$ cat src/rtl/hd44780_pkg.sv
// hd44780_pkg: shared FSM states, init constants and helpers for the HD44780 sequencer
package hd44780_pkg;

    typedef enum logic [2:0] {
        PWRUP_WAIT,
        INIT_NYB,
        INIT_WAIT,
        BYTE_HI,
        GAP_WAIT,
        BYTE_LO,
        BYTE_WAIT,
        READY
    } state_t;

    localparam logic [7:0] FUNCSET_4BIT = 8'h28;
    localparam logic [7:0] DISP_OFF     = 8'h08;
    localparam logic [7:0] CLEAR        = 8'h01;
    localparam logic [7:0] ENTRY_INC    = 8'h06;
    localparam logic [7:0] DISP_ON      = 8'h0C;

    localparam logic [3:0] INIT_NYB_3 = 4'h3;
    localparam logic [3:0] INIT_NYB_2 = 4'h2;

    localparam logic [2:0] LAST_INIT_BYTE = 3'd4;

    // Configuration byte sent at position idx of the init byte sequence
    function automatic logic [7:0] init_byte(input logic [2:0] idx);
        return idx == 3'd0 ? FUNCSET_4BIT :
               idx == 3'd1 ? DISP_OFF :
               idx == 3'd2 ? CLEAR :
               idx == 3'd3 ? ENTRY_INC : DISP_ON;
    endfunction

    // Clear display and return home (0x01..0x03 as instructions) need the long execution delay
    function automatic logic needs_clr_wait(input logic [7:0] data, input logic rs);
        return !rs && (data == 8'h01 || data == 8'h02 || data == 8'h03);
    endfunction

    function automatic int max_int(input int a, input int b);
        return a > b ? a : b;
    endfunction

endpackage

$ cat src/rtl/hd44780_wait_timer.sv
// hd44780_wait_timer: loadable down-counter flagging when a wait has run out
// Ports: clk, rst (sync, active-high), load/value (start a wait), expired (count is zero)
module hd44780_wait_timer #(
    parameter int W = 8
) (
    input  logic         clk,
    input  logic         rst,
    input  logic         load,
    input  logic [W-1:0] value,
    output logic         expired
);

    logic [W-1:0] count;

    always_ff @(posedge clk) begin
        if (rst)
            count <= '0;
        else if (load)
            count <= value;
        else if (count != '0)
            count <= count - 1'b1;
    end

    assign expired = count == '0;

endmodule

$ cat src/rtl/hd44780_sequencer.sv
// hd44780_sequencer: HD44780 4-bit power-on init plus host byte commands over a nybble strobe/ack bus
// Ports: CLK_I/RST_I from syscon; i_cmd_* host byte request; o_busy/o_ready/o_cmd_done host status;
//        o_nyb_stb/o_nyb/o_rs request to the nybble writer, i_nyb_ack its completion pulse
module hd44780_sequencer
    import hd44780_pkg::*;
#(
    parameter int POWERUP_CYCLES    = 600000,
    parameter int LONG_WAIT_CYCLES  = 49200,
    parameter int SHORT_WAIT_CYCLES = 1200,
    parameter int CMD_WAIT_CYCLES   = 444,
    parameter int CLR_WAIT_CYCLES   = 18240,
    parameter int NYB_GAP_CYCLES    = 12
) (
    input  logic       CLK_I,
    input  logic       RST_I,
    input  logic       i_cmd_stb,
    input  logic [7:0] i_cmd_data,
    input  logic       i_cmd_rs,
    output logic       o_busy,
    output logic       o_ready,
    output logic       o_cmd_done,
    output logic       o_nyb_stb,
    output logic [3:0] o_nyb,
    output logic       o_rs,
    input  logic       i_nyb_ack
);

    localparam int MAX_WAIT = max_int(max_int(max_int(POWERUP_CYCLES, LONG_WAIT_CYCLES),
                                              max_int(SHORT_WAIT_CYCLES, CMD_WAIT_CYCLES)),
                                      max_int(CLR_WAIT_CYCLES, NYB_GAP_CYCLES));
    localparam int CW = $clog2(MAX_WAIT + 1);
    // One cycle is spent arming the timer and one turning expiry into the strobe
    localparam int PWRUP_LOAD = POWERUP_CYCLES > 1 ? POWERUP_CYCLES - 2 : 0;

    state_t        state;
    logic          armed;
    logic [1:0]    init_idx;
    logic [2:0]    byte_idx;
    logic [7:0]    cur_byte;
    logic          cur_rs;

    logic [CW-1:0] wait_len;
    logic [CW-1:0] timer_val;
    logic          timer_load;
    logic          expired;
    logic          acked;
    logic          go;
    logic [7:0]    next_init;

    state_t        adv_state;
    logic [3:0]    adv_nyb;
    logic [1:0]    adv_init_idx;
    logic [2:0]    adv_byte_idx;
    logic [7:0]    adv_byte;

    assign acked     = o_nyb_stb && i_nyb_ack;
    assign next_init = init_byte(byte_idx + 3'd1);

    // Wait that follows the nybble currently on the bus
    assign wait_len = state == INIT_NYB ? (init_idx == 2'd0 ? CW'(LONG_WAIT_CYCLES) : CW'(SHORT_WAIT_CYCLES)) :
                      state == BYTE_HI  ? CW'(NYB_GAP_CYCLES) :
                      needs_clr_wait(cur_byte, cur_rs) ? CW'(CLR_WAIT_CYCLES) : CW'(CMD_WAIT_CYCLES);

    // Loading W-1 at the ack lands the next strobe W+1 cycles after it; a zero wait advances straight from the ack
    assign go = acked ? wait_len == '0 :
                expired && (state == INIT_WAIT || state == GAP_WAIT || state == BYTE_WAIT ||
                            (state == PWRUP_WAIT && armed));
    assign timer_load = acked || (state == PWRUP_WAIT && !armed);
    assign timer_val  = state == PWRUP_WAIT ? CW'(PWRUP_LOAD) : wait_len - 1'b1;

    hd44780_wait_timer #(.W(CW)) u_timer (
        .clk     (CLK_I),
        .rst     (RST_I),
        .load    (timer_load),
        .value   (timer_val),
        .expired (expired)
    );

    // Where the sequence goes once the current wait has finished
    always_comb begin
        adv_state    = READY;
        adv_nyb      = 4'h0;
        adv_init_idx = init_idx;
        adv_byte_idx = byte_idx;
        adv_byte     = cur_byte;
        case (state)
            PWRUP_WAIT: begin
                adv_state    = INIT_NYB;
                adv_nyb      = INIT_NYB_3;
                adv_init_idx = 2'd0;
            end
            INIT_NYB, INIT_WAIT: begin
                if (init_idx == 2'd3) begin
                    adv_state    = BYTE_HI;
                    adv_nyb      = FUNCSET_4BIT[7:4];
                    adv_byte_idx = 3'd0;
                    adv_byte     = FUNCSET_4BIT;
                end else begin
                    adv_state    = INIT_NYB;
                    adv_nyb      = init_idx == 2'd2 ? INIT_NYB_2 : INIT_NYB_3;
                    adv_init_idx = init_idx + 2'd1;
                end
            end
            BYTE_HI, GAP_WAIT: begin
                adv_state = BYTE_LO;
                adv_nyb   = cur_byte[3:0];
            end
            BYTE_LO, BYTE_WAIT: begin
                if (!o_ready && byte_idx != LAST_INIT_BYTE) begin
                    adv_state    = BYTE_HI;
                    adv_nyb      = next_init[7:4];
                    adv_byte_idx = byte_idx + 3'd1;
                    adv_byte     = next_init;
                end
            end
            default: adv_state = READY;
        endcase
    end

    always_ff @(posedge CLK_I) begin
        if (RST_I) begin
            state      <= PWRUP_WAIT;
            armed      <= 1'b0;
            init_idx   <= 2'd0;
            byte_idx   <= 3'd0;
            cur_byte   <= 8'h00;
            cur_rs     <= 1'b0;
            o_nyb_stb  <= 1'b0;
            o_nyb      <= 4'h0;
            o_rs       <= 1'b0;
            o_ready    <= 1'b0;
            o_busy     <= 1'b1;
            o_cmd_done <= 1'b0;
        end else begin
            o_cmd_done <= 1'b0;
            if (go) begin
                state     <= adv_state;
                init_idx  <= adv_init_idx;
                byte_idx  <= adv_byte_idx;
                cur_byte  <= adv_byte;
                o_nyb_stb <= adv_state != READY;
                o_nyb     <= adv_nyb;
                o_rs      <= adv_state == BYTE_LO && cur_rs;
                if (adv_state == READY) begin
                    o_ready    <= 1'b1;
                    o_busy     <= 1'b0;
                    // Only a host command reports completion; the end of init does not
                    o_cmd_done <= o_ready;
                end
            end else if (acked) begin
                o_nyb_stb <= 1'b0;
                state     <= state == INIT_NYB ? INIT_WAIT : state == BYTE_HI ? GAP_WAIT : BYTE_WAIT;
            end else if (state == PWRUP_WAIT) begin
                armed <= 1'b1;
            end else if (state == READY && i_cmd_stb) begin
                state     <= BYTE_HI;
                cur_byte  <= i_cmd_data;
                cur_rs    <= i_cmd_rs;
                o_busy    <= 1'b1;
                o_nyb_stb <= 1'b1;
                o_nyb     <= i_cmd_data[7:4];
                o_rs      <= i_cmd_rs;
            end
        end
    end

endmodule

$ cat config.mk
export PLATFORM = sky130hd
export DESIGN_NAME = hd44780_sequencer
export DESIGN_NICKNAME = d
export VERILOG_FILES = /design/src/rtl/hd44780_pkg.sv /design/src/rtl/hd44780_wait_timer.sv /design/src/rtl/hd44780_sequencer.sv
export SDC_FILE = /design/constraint.sdc
export NUM_CORES = 1
export LEC_CHECK = 0
export CAP_MARGIN = 20
export CORE_MARGIN = 3
export CORE_UTILIZATION = 30
export DETAILED_ROUTE_END_ITERATION = 10
export GPL_TIMING_DRIVEN = 0
export HOLD_SLACK_MARGIN = 0.1
export PLACE_DENSITY = 0.52
export SETUP_SLACK_MARGIN = 0.15
export SLEW_MARGIN = 25
export SYNTH_ARGS = -nofsm -noshare
export SYNTH_HDL_FRONTEND = slang
export SYNTH_HIERARCHICAL = 1
export SYNTH_SLANG_ARGS = --single-unit
$ cat constraint.sdc
create_clock -name CLK_I -period 4.75 [get_ports CLK_I]
set_clock_uncertainty 0.1 [all_clocks]
set_input_delay 0.95 -clock CLK_I [delete_from_list [all_inputs] [get_ports CLK_I]]
set_output_delay 0.95 -clock CLK_I [all_outputs]
set_load 0.02 [all_outputs]
Word-level counts from Yosys, hierarchy flattened
Cells that the tools add are included.
- ROM bits: 0
- bits in writable memories: 0
- memories: 0
- register bits: 47
- bits in latches: 0
- logic and storage cells: 143
- shifts and indexed selects: 0
- magnitude comparators: 0
- bitwise logic cells: 4
- $add $sub $neg: 4
- reductions and logical operators: 41
- muxes and demuxes: 52
- div/mod/pow operators: 0
- $mul: 0
- eq/ne operators: 29
- operators by type and width (operator ; count):
    20-bit two-way mux ; 3
    8-bit two-way mux ; 6
    20-bit logical NOT ; 2
    16-bit two-way mux ; 2
    15-bit two-way mux ; 2
    4-bit two-way mux ; 7
    3-bit two-way mux ; 8
    20-bit nonzero test ; 1
    20-bit by 1-bit subtractor with 20-bit output, second input constant ; 1
    3-bit equality test, second input constant ; 6
    16-bit by 1-bit subtractor with 17-bit output, second input constant ; 1
    8-bit by 2-bit equality test with 1-bit output, second input constant ; 2
    4-bit one-hot mux with 4 select lines ; 1
    8-bit one-hot mux with 2 select lines ; 1
    3-bit != test, second input constant ; 5
    1-bit two-way mux ; 14
    3-bit by 2-bit equality test with 1-bit output, second input constant ; 4
    3-bit one-hot mux with 4 select lines ; 1
    4-bit AND reduction ; 3
    3-bit AND reduction ; 3
    8-bit by 1-bit equality test with 1-bit output, second input constant ; 1
    1-bit logical AND ; 8
    2-bit two-way mux ; 4
    2-bit != test, second input constant ; 4
    other kinds (20) ; 40

Depth between registers and ports, before layout
- word-level depth: 11
- depth in mapped cells: 11
- mapped depth without buffers: 9

Cells and area by module
Netlist, hierarchy kept.
- by module, submodules not included (module ; area each (um2) ; cells each ; sequential area each (um2) ; instances):
    hd44780_sequencer ; 1798.0 ; 215 ; 540.5 ; 1
    hd44780_wait_timer ; 1081.0 ; 122 ; 400.4 ; 1

Worst setup path after synthesis
No wires, ideal clock.
- path type: input -> register
- start: input port i_nyb_ack
- end: register u_timer.count[11]
- path buffers: 3
- setup slack: 1.910 ns
- required time: 4.583 ns
- data arrival time: 2.673 ns
- setup time: 0.067 ns
- stages: 8
- path through: nand2_1 > clkbuf_1 > buf_1 > o21ai_0 > nor2_1 > or2b_4 > buf_8 > o21ai_2
- word-level cells in the longest chain between the ends: 3
- elaborated cells between the ends (all ways): 4
- classes of those cells: 1 x mux; 3 x reduce/logical
- RTL lines (what ; RTL line ; RTL):
    from (decl) ; hd44780_sequencer.sv:25 ; input logic i_nyb_ack
    1-bit logical AND (*) ; hd44780_sequencer.sv:56 ; assign acked = o_nyb_stb && i_nyb_ack;
    1-bit logical OR (*) ; hd44780_sequencer.sv:68 ; assign timer_load = acked || (state == PWRUP_WAIT && !armed);
    net timer_load ; hd44780_sequencer.sv:44 ; logic timer_load;
    20-bit two-way mux or 2-bit nonzero test (tied branches) ; -- ;
    to (signal assigned) ; hd44780_wait_timer.sv:19 ; count <= value;
    to (signal assigned) ; hd44780_wait_timer.sv:21 ; count <= count - 1'b1;
    to (decl) ; hd44780_wait_timer.sv:13 ; logic [W-1:0] count;
Mark *: on every way through the listed nets, which the timed path passes. The rest lies on a longest branch.
A chain may end at the register's enable or synchronous reset.

Final worst setup path
- start: input port i_nyb_ack
- end: register u_timer.count[5]
The elaborated chain is that of the path after synthesis.

==> key figures <==
Status
  – Status: finished, final reports clean

Yosys
  – Post-synth EDFFs: 0
  – Mux cell area share after synthesis: 0.01782
  – Post-Synth Adder-Cell Area: 0.04694
  – Most frequent cells after synthesis: 47 x dfxtp_1, 32 x nand2_1, 18 x inv_1, 18 x o21ai_0
  – Post-Synth Simple-Gate Area: 0.2373
  – Post-Syn Instances: 337
  – Post-synthesis compound-gate area fraction: 0.2473
  – Top-count cell post-synth: dfxtp_1
  – Synth Flop Type: dfxtp_1
  – FF+latch count, synth: 47
  – Post-synthesis sequential area ratio: 0.3268
  – Syn avg cell area: 8.543 um^2
  – Main combinational cell family by area after synthesis: compound AO/OA/AOI/OAI gates
  – Synth area leader: dfxtp_1
  – Top cells by area, synth: dfxtp_1 33%, xnor2_1 5.2%, ha_1 4.3%
  – Top-area cell type share of the netlist area: 0.3268
  – Async SR Flop Fraction: 0
  – Synth unique cells: 75
  – Ys Warns: 6
  – XOR/XNOR share of the synthesized area: 0.06389
  – Cell area after synthesis: 2879 um^2

Setup path
  – Max FO, Critical Path: 10
  – Worst path slowest cell: buf_1
  – CP delay by family, top: buffers and inverters
  – WS Path Type: in2reg
  – Setup crit end kind: register
  – Critical Path Max Stage Delay: 490 ps
  – Worst Path Arrival: 3810 ps
  – Worst path required time: 4890 ps
  – Worst path buffer plus inverter count: 4
  – Startpoint Class: input port
  – Cells along the critical path: clkdlybuf4s50_1 -> nand2_1 -> clkbuf_1 -> buf_1 -> o21ai_0 -> nor2_1 -> or2b_4 -> buf_8 -> o21ai_2

GRT
  – Total grt overflow: 0
  – First-pass GRT wire length: 13,230 um
  – Total GRT Usage: 0.1481
  – Vias in the first global route: 2,597
  – Largest net degree at the start of global routing: 14
  – Initial antenna violation count: 0

Detailed routing
  – Drt drc: 0
  – DRT Wirelength: 7693 um
  – Via Count: 2,534
  – Antenna viol nets, final: 0
  – TritonRoute pass-1 iters: 4
  – Initial drt markers: 151
  – Routed vias/inst: 5.068
  – WL/cell: 15.39 um

Place
  – IO Port Bufs: 21
  – Inst Count DP: 492
  – HPWL after DPL: 5776 um
  – Placer Congestion: 0.8075

Timing
  – Fmax: 0.2724 GHz
  – Slew @ Worst Pin: 807.0 ps
  – TNS Setup: 0 ps
  – RSZ-0062 raised after global routing: no
  – Final Hold Viols: 0
  – Rel. slew slack: 0.4578
  – Tmin final: 3671 ps
  – Setup-failing EPs final: 0
  – Fin crit share: 0.7729
  – Final Slew Violations: 0

Finish
  – Inserted Diodes: 0
  – Area of the multi-input gates: 1792 um^2
  – Area growth from synthesis to layout: 16.38%
  – Layout cell share with drive strength beyond 1: 0.1294
  – Final nets: 393
  – Non-filler instance count after layout: 500
  – Filler cell count: 1,025
  – FF+latch area: 940.9 um^2

Clock network
  – Post-CTS Setup Inserts: 0
  – Clock Latency Late Sink: 300 ps
  – Reg clk slew, reported paths: 90 ps
  – Sink Count: 47
  – CTS H-tree lvls: 2
  – Clock buffer depth: 2
  – CTS tree: yes
  – Num CTS Buffers: 5
  – # hold bufs at CTS: 0
  – Post-CTS Resized: 0
  – Clock Root Buffer: clkbuf_8

Floorplan
  – Initial Util: 0.3101
  – Die Area: 10,810 um^2
  – Die height: 104.0 um
  – Die X: 104.0 um
  – Core Region: 9284 um^2
  – Num ports: 22
  – Rows: 35

Power
  – Leakage: 1.156 nW
  – Peak VDD IR: 0.1202 mV
  – Power density over the cells: 238.5 nW/um^2

Hold path
  – Min-Delay Path Class: reg2reg

Flow run
  – MaxCap Viol Count: 0
==> metrics by stage <==
step / hold WS (ps) / total power [mW] / instance area, um^2 / util / setup WS, ps
global placement: 345.2 / 0.5647 / 3269 / 0.3522 / 840.8
detailed placement: 363.3 / 0.5654 / 3269 / 0.3522 / 832.9
floorplan: 334.4 / 0.5288 / 2898 / - / 1910
finish: 375.3 / 0.7991 / 3351 / 0.3609 / 1079
CTS: 377.4 / 0.8119 / 3351 / 0.3609 / 1132
global route: 405.1 / 0.8486 / 3351 / 0.3609 / 784.4
==> sequential cells by signal, summed over array words and instances (netlist names), 2 cells and up <==
| register | flops |
|---|---|
| u_timer/count | 20 |
| cur_byte | 8 |
| o_nyb | 4 |
| byte_idx | 3 |
| state | 3 |
| init_idx | 2 |
==> routing by layer <==
metal,track usage,part of all wire
met2,0.2479,0.47
met1,0.1978,0.48
met3,0.02607,0.035
met4,0.03609,0.013
met5,0,0
==> cells in the final DEF, fill, tap and decap left out, types with 4 or more instances in the layout <==
cell type / n
a21oi_1: 17
or3_1: 5
o31ai_1: 4
dfxtp_1: 47
conb_1: 7
xor2_1: 4
clkbuf_1: 10
o21ai_0: 18
nor2_1: 16
nor2b_1: 5
inv_1: 18
a22o_1: 4
xnor2_1: 17
nor4_1: 6
nand3_1: 10
ha_1: 10
mux2i_1: 4
nand2_1: 32
nor3_1: 15
clkdlybuf4s50_1: 21
clkbuf_8: 5
o21ai_2: 11
==> report_power, final <==
| part | switching [mW] | internal, mW | total, mW |
|---|---|---|---|
| clock network | 0.138 | 0.104 | 0.242 |
| registers | 0.0181 | 0.411 | 0.430 |
| logic | 0.0691 | 0.0586 | 0.128 |
| total | 0.225 | 0.574 | 0.799 |
==> final timing paths <==
path	slack, ps	cells after the start	end	start
hold / removal	380	2	cur_byte[5]	cur_byte[5]
setup / recovery	1080	9	u_timer/count[5]	i_nyb_ack
hold reg to reg	380	2	cur_byte[5]	cur_byte[5]
setup reg to reg	1270	10	u_timer/count[16]	state[2]
==> logic make-up (layout without fill, tap and decap cells) <==
family,Yosys count,count (layout)
compound gates,94,94
xor+xnor,21,21
fa+ha+maj,11,11
buf+inv,35,64
flops,47,47
mux,5,5
other cells,2,7
simple gates,122,122
==> worst min-delay path: cells and delay by family (launching register included) <==
| family | cells | cell delay [ps] |
|---|---|---|
| DFF | 1 | 320 |
| AOI/OAI and AO/OA | 1 | 50 |
| buffers and inverters | 1 | 60 |
==> final cells by class <==
| type | instances | area share |
|---|---|---|
| Multi-Input combinational cell | 260 | 0.5347 |
| Clock buffer | 7 | 0.02278 |
| Timing Repair Buffer | 21 | 0.06273 |
| Sequential cell | 47 | 0.2808 |
| Clock inverter | 1 | 0.001494 |
| Buffer | 17 | 0.02913 |
| Inverter | 18 | 0.02016 |
| Tap cell | 129 | 0.04817 |
Power figures use the tool's default switching activity.
